===== src/rtl/input_feed_ctrl_pkg.sv =====
// input_feed_ctrl_pkg: shared array geometry macros and FSM state type for the input feed controller
`ifndef INPUT_FEED_CTRL_CFG
`define INPUT_FEED_CTRL_CFG
`define ARRAYWIDTH 4
`define DATASIZE 8
`define DSP_DELAY 4
`endif

package input_feed_ctrl_pkg;

    typedef enum logic [1:0] {
        IDLE,
        LOAD,
        STREAM,
        DONE
    } state_t;

endpackage


===== src/rtl/input_feed_ctrl.sv =====
// input_feed_ctrl: reads one W x W tile column-by-column from the tile buffer into the input shifters, then streams it out
// Ports:
//   clk, rst            clock, synchronous active-high reset
//   start, base_addr    tile request (honoured in IDLE only) and buffer address of column 0
//   rd_en, rd_addr      buffer read strobe and address; rd_data returns one cycle later
//   load_en, load_data  shifter load strobe and per-row data (row r in bits [r*D +: D])
//   out_en, sr_rst      shifter stream enable and one-cycle re-arm pulse
//   busy, done          not-IDLE flag and end-of-tile pulse
module input_feed_ctrl
    import input_feed_ctrl_pkg::*;
#(
    parameter int ADDRWIDTH = 8
) (
    input  logic                               clk,
    input  logic                               rst,
    input  logic                               start,
    input  logic [ADDRWIDTH-1:0]               base_addr,
    output logic                               rd_en,
    output logic [ADDRWIDTH-1:0]               rd_addr,
    input  logic [`ARRAYWIDTH*`DATASIZE-1:0]   rd_data,
    output logic                               load_en,
    output logic [`ARRAYWIDTH*`DATASIZE-1:0]   load_data,
    output logic                               out_en,
    output logic                               sr_rst,
    output logic                               busy,
    output logic                               done
);

    localparam int W  = `ARRAYWIDTH;
    localparam int L  = `DSP_DELAY;
    // Stream length drains the most-delayed row (W-1) completely.
    localparam int N  = L * (W - 1) + W;
    localparam int CW = $clog2(N + 1);

    localparam logic [CW-1:0] LOAD_LAST   = CW'(W - 1);
    localparam logic [CW-1:0] LOAD_END    = CW'(W);
    localparam logic [CW-1:0] STREAM_LAST = CW'(N - 1);

    state_t        state;
    logic [CW-1:0] cnt;

    // Buffer data is valid exactly in the load_en cycle, so it is forwarded unregistered.
    assign load_data = load_en ? rd_data : '0;

    always_ff @(posedge clk) begin
        if (rst) begin
            state   <= IDLE;
            cnt     <= '0;
            rd_en   <= 1'b0;
            rd_addr <= '0;
            load_en <= 1'b0;
            out_en  <= 1'b0;
            sr_rst  <= 1'b0;
            busy    <= 1'b0;
            done    <= 1'b0;
        end else begin
            load_en <= rd_en;
            case (state)
                IDLE: begin
                    if (start) begin
                        state   <= LOAD;
                        cnt     <= '0;
                        rd_en   <= 1'b1;
                        rd_addr <= base_addr;
                        busy    <= 1'b1;
                    end
                end
                LOAD: begin
                    // cnt 0..W-1 issue reads; cnt == W is the final load_en cycle.
                    cnt <= cnt + CW'(1);
                    if (cnt == LOAD_LAST)
                        rd_en <= 1'b0;
                    else if (rd_en)
                        rd_addr <= rd_addr + ADDRWIDTH'(1);
                    if (cnt == LOAD_END) begin
                        state  <= STREAM;
                        out_en <= 1'b1;
                        cnt    <= '0;
                    end
                end
                STREAM: begin
                    if (cnt == STREAM_LAST) begin
                        state  <= DONE;
                        out_en <= 1'b0;
                        done   <= 1'b1;
                        sr_rst <= 1'b1;
                        cnt    <= '0;
                    end else begin
                        cnt <= cnt + CW'(1);
                    end
                end
                DONE: begin
                    state  <= IDLE;
                    done   <= 1'b0;
                    sr_rst <= 1'b0;
                    busy   <= 1'b0;
                end
                default: state <= IDLE;
            endcase
        end
    end

endmodule


===== config.mk =====
export PLATFORM = sky130hd
export DESIGN_NAME = input_feed_ctrl
export DESIGN_NICKNAME = d
export VERILOG_FILES = /design/src/rtl/input_feed_ctrl_pkg.sv /design/src/rtl/input_feed_ctrl.sv
export SDC_FILE = /design/constraint.sdc
export NUM_CORES = 1
export LEC_CHECK = 0
export ABC_AREA = 0
export CAP_MARGIN = 5
export CORE_MARGIN = 5
export CORE_UTILIZATION = 35
export DETAILED_ROUTE_END_ITERATION = 16
export GPL_ROUTABILITY_DRIVEN = 0
export GPL_TIMING_DRIVEN = 0
export PLACE_DENSITY = 0.77
export SLEW_MARGIN = 15
export SYNTH_ARGS = -nofsm -noshare
export SYNTH_HDL_FRONTEND = slang
export SYNTH_SLANG_ARGS = --single-unit

===== constraint.sdc =====
create_clock -name clk -period 2.1 [get_ports clk]
set_input_delay 0.315 -clock clk [delete_from_list [all_inputs] [get_ports clk]]
set_output_delay 0.315 -clock clk [all_outputs]
set_load 0.05 [all_outputs]

# Yosys cells after proc, flatten, opt, wreduce, memory -nomap -nowiden
# Index checks and enable logic that the tools add are counted.
# classes
addsub	2
eq_ne	12
muxes	22
reduce_logical	13
# ops
operator	count
32-bit two-way mux	1
8-bit two-way mux	3
8-bit one-hot mux with 2 select lines	1
5-bit two-way mux	3
5-bit one-hot mux with 3 select lines	1
2-bit inequality test (second input constant)	6
3-bit AND reduction	3
8-bit by 1-bit adder with 8-bit output (second input constant)	1
1-bit one-hot mux with 2 select lines	4
2-bit one-hot mux with 4 select lines	1
2-bit nonzero test	4
2-bit two-way mux	3
2-bit AND reduction	3
5-bit by 1-bit adder with 5-bit output (second input constant)	1
5-bit by 2-bit == test with 1-bit output (second input constant)	1
5-bit by 3-bit == test with 1-bit output (second input constant)	1
5-bit by 4-bit == test with 1-bit output (second input constant)	1
1-bit two-way mux	5
2-bit == test (second input constant)	2
4-bit AND reduction	1
3-bit nonzero test	1
2-bit by 1-bit == test with 1-bit output (second input constant)	1
2-bit zero test	1
# word_totals
regBits	20
in_bits	43
out_inout_bits	46
word_cells	57

# Longest topological paths before layout
# logic_depth
depth_word	4
ltp_mapped	8
depth_no_buf	8

# Least setup slack after synthesis
# OpenSTA, ideal clock, no wires.
# synth_timing
path_kind	reg2reg
startpoint	register cnt[0]
endpoint	register cnt[0]
setup_time_ps	71
t_arrival_ps	1601
t_required_ps	2029
path_slack_ps	428
path_stages_with_launch	9
path_buffers	0
period_less_slack_ps	1672
cell_sequence	dfxtp_1 -> ha_1 -> nand3_1 -> inv_1 -> ha_1 -> nand2b_1 -> o21a_1 -> or3_1 -> a21oi_1
# synth_between
elab_chain_cells	3
elab_cells_between_ends	6
classes_between	1 x add/sub; 2 x eq/ne; 3 x mux
# synth_lines
element	line_no	text
start: declaration	input_feed_ctrl.sv:40	logic [CW-1:0] cnt;
start signal: assignment	input_feed_ctrl.sv:70	cnt <= cnt + CW'(1);
start signal: assignment	input_feed_ctrl.sv:89	cnt <= cnt + CW'(1);
5-bit by 1-bit adder with 5-bit output, or another cell as far along	input_feed_ctrl.sv:70, input_feed_ctrl.sv:89	
5-bit two-way mux, on equally long branches	input_feed_ctrl.sv:82, input_feed_ctrl.sv:75	
5-bit one-hot mux with 3 select lines (*)	input_feed_ctrl.sv:58	case (state)
# Every way passes the cells marked *; elsewhere a longest branch is shown, timed or not.
# A chain may end at the register's enable or synchronous reset.

# Worst setup path in the final report
# layout_timing
startpoint	input port rd_data[31]
endpoint	output port load_data[31]
# layout_between
elab_chain_cells	1
# layout_lines
element	line_no	text
start: declaration	input_feed_ctrl.sv:20	input logic [`ARRAYWIDTH*`DATASIZE-1:0] rd_data,
32-bit two-way mux	input_feed_ctrl.sv:43	assign load_data = load_en ? rd_data : '0;
end: declaration	input_feed_ctrl.sv:22	output logic [`ARRAYWIDTH*`DATASIZE-1:0] load_data,
# No other way between the ends.

==> results.toml <==
[status]
status = "finished, final reports clean"

[route]
drc = 0
drt-initial-drc-count = 38
first_pass_iters = 4
wire_per_inst_um = 13.7
antenna_left = 0
routed_wl_um = 4470
vias_per_cell = 4.96
via_count = 1622

[pwr]
power_leakage_uw = 0.00104
power_density_mw_per_mm2 = 989
finalPower_uw = 2360
ir_drop_mv = 0.664

[global_routing]
grt_pass1_wl_um = 6890
top_usage_layer = "met2"
grt-ovfl-total = 0
grtUsageTotal_pct = 16.0
grt_use_met2_pct = 29.1
grt_max_degree = 11
antenna_found_initial = 0
grt_use_met3_pct = 3.78
use_met1_pct = 17.9
grt_pass1_vias = 1478

[final_layout]
nNetsFinal = 332
fin_util_pct = 59.8
drive_gt1_share_pct = 4.33
diodes = 0
design_area_mm2 = 0.00239
syn_to_final_growth_pct = 66.0
fillers = 390
layout.cells.most_common = "clkdlybuf4s50_1"
final_cell_mix = "clkdlybuf4s50_1, and2_1, dlygate4sd2_1"

[clocking]
path_clk_slew_ns = 0.07
clk_latency_ns = 0.26
clock-root-buffer = "clkbuf_8"
tritoncts = "done"
clock-sinks = 20
cts_hold_buf = 0
post-cts-setup-buffers = 0
clockBufferDepth = 2
htree_levels = 1
numCtsBuffers = 3

[synthesis]
ys_seq_area_share_pct = 27.8
synthFlopType = "dfxtp_1"
syn_inst = 186
synth_edf_count = 0
synth-async-reset-ratio_pct = 0
synth_cell_types = 43
synth_top_family_by_area = "simple AND/OR/NAND/NOR gates"
synth_warnings = 0
synth.area.mux_share_pct = 2.78
synth_nets = 239
syn_area_per_cell_um2 = 7.74
yosys.area_share.simple_pct = 37.4
synth_compound_area_share_pct = 18.8
synthAdderAreaFrac_pct = 8.69
ys_ff_latch = 20
syn_area_mm2 = 0.00144
synth_xor_area_share_pct = 0

[worst_setup_path]
timing_worst_setup_path_type = "in2out"
cp-startpoint = "rd_data[31]"
crit_path_end = "load_data[31]"
ff2ff_setup_slack_ns = 0.19
crit_fanout = 1
crit_arrival_ns = 1.71
regToRegEndpoint = "rd_addr[0]"
r2r_start = "state[1]"
reg2reg_depth = 7
cp-end-kind = "output port"
critPathLaunchType = "primary input"
required_ns = 1.78

[sta]
setup_viol = 0
fmax_ghz = 0.494
skew_ns = 0.00268
post-route-min-period_ns = 2.02
fin_hold_ws_ns = 0.477
rsz0062_at_grt = "false"
fin_setup_tns_ns = 0
worst_pin_slew_ns = 0.583
maxSlewHeadroom_pct = 61.0
hold_viol = 0
slew_violations = 0
fin_crit_sh_pct = 96.3

[die]
placementRows = 23
start_util_pct = 36.0
core_region_area_mm2 = 0.00400
pin_count = 89
dieWidth_um = 74.1
die_y_um = 74.1
dieArea_mm2 = 0.00550

[placement]
dpl_cell_area_mm2 = 0.00238
portBuffers = 88
hpwl_um = 3660

[run]
maxCapViolations = 0

[min_path]
holdPathStages = 2
min_path_type = "reg2reg"
## through the flow
step	worst slack, ns	cells
after detailed placement	0.0621	324
after floorplan	0.428	186
after CTS	0.0647	327
final	0.0771	327
after global placement	0.0669	324
after global routing	0.000501	327
## logic make-up (layout without fill, tap and decap cells)
logic type | after synthesis | in the layout
buffers and inverters | 16 | 107
AND/OR/NAND/NOR | 95 | 95
adder cells (fa/ha/maj) | 10 | 10
flip-flops | 20 | 20
AO/OA/AOI/OAI | 41 | 41
multiplexers | 4 | 4
## state kept, by name, summed over array words and instances (netlist names)
register / count
rd_addr: 8
cnt: 5
state: 2
busy: 1
done: 1
load_en: 1
out_en: 1
rd_en: 1
## worst min-delay path by stage
stage	startpoint	end	slack, ns
2_1_floorplan	cnt[1]	cnt[1]	0.46
3_3_place_gp	done	done	0.46
3_5_place_dp	done	done	0.47
4_1_cts	done	done	0.48
5_1_grt	cnt[1]	cnt[1]	0.51
6_report	done	done	0.48
## layout make-up
type	instances	area (um2)	share of cell area, %
Inverter	7	26.3	1.10
Clock buffer	3	41.3	1.73
Timing Repair Buffer	88	847	35.4
Sequential cell	20	400	16.7
Tap cell	50	62.6	2.62
Buffer	9	40.0	1.67
Multi-Input combinational cell	150	973	40.7
## cell usage after synthesis, types with 3 or more instances
library cell / instances / area, um2
nand4_1: 3 / 18.8
nand3_1: 5 / 25.0
o21ai_0: 5 / 25.0
inv_1: 7 / 26.3
a211o_1: 3 / 26.3
nand2_1: 18 / 67.6
nor2b_1: 6 / 37.5
mux2i_1: 4 / 40.0
ha_1: 10 / 125
o21ai_1: 4 / 20.0
and2_1: 34 / 213
nor3_1: 3 / 15.0
clkbuf_1: 4 / 15.0
nor2_1: 12 / 45.0
a21oi_1: 14 / 70.1
dfxtp_1: 20 / 400
## layer usage
layer  part of all wire, %  up-vias
met1                    39      717
met5                     0        -
met2                    49       71
li1                      -      830
met4                   1.5        0
met3                    10        4
## what timing repair did
action | CTS | global route
resized for setup | 30 | 3
pin swaps | 0 | 0
endpoints found under the setup margin | 30 | 3
## critical path: stages
cell and delay, ns:
clkdlybuf4s50_1 0.45, and2_1 0.12, clkdlybuf4s50_1 0.82
## power breakdown
part / leakage, uW / switching (uW) / internal, uW / total, uW
clock network: 0.0000216 / 122 / 128 / 250
logic: 0.000854 / 981 / 547 / 1530
registers: 0.000163 / 112 / 474 / 587
total: 0.00104 / 1220 / 1150 / 2360
Power figures use the tool's default switching activity.
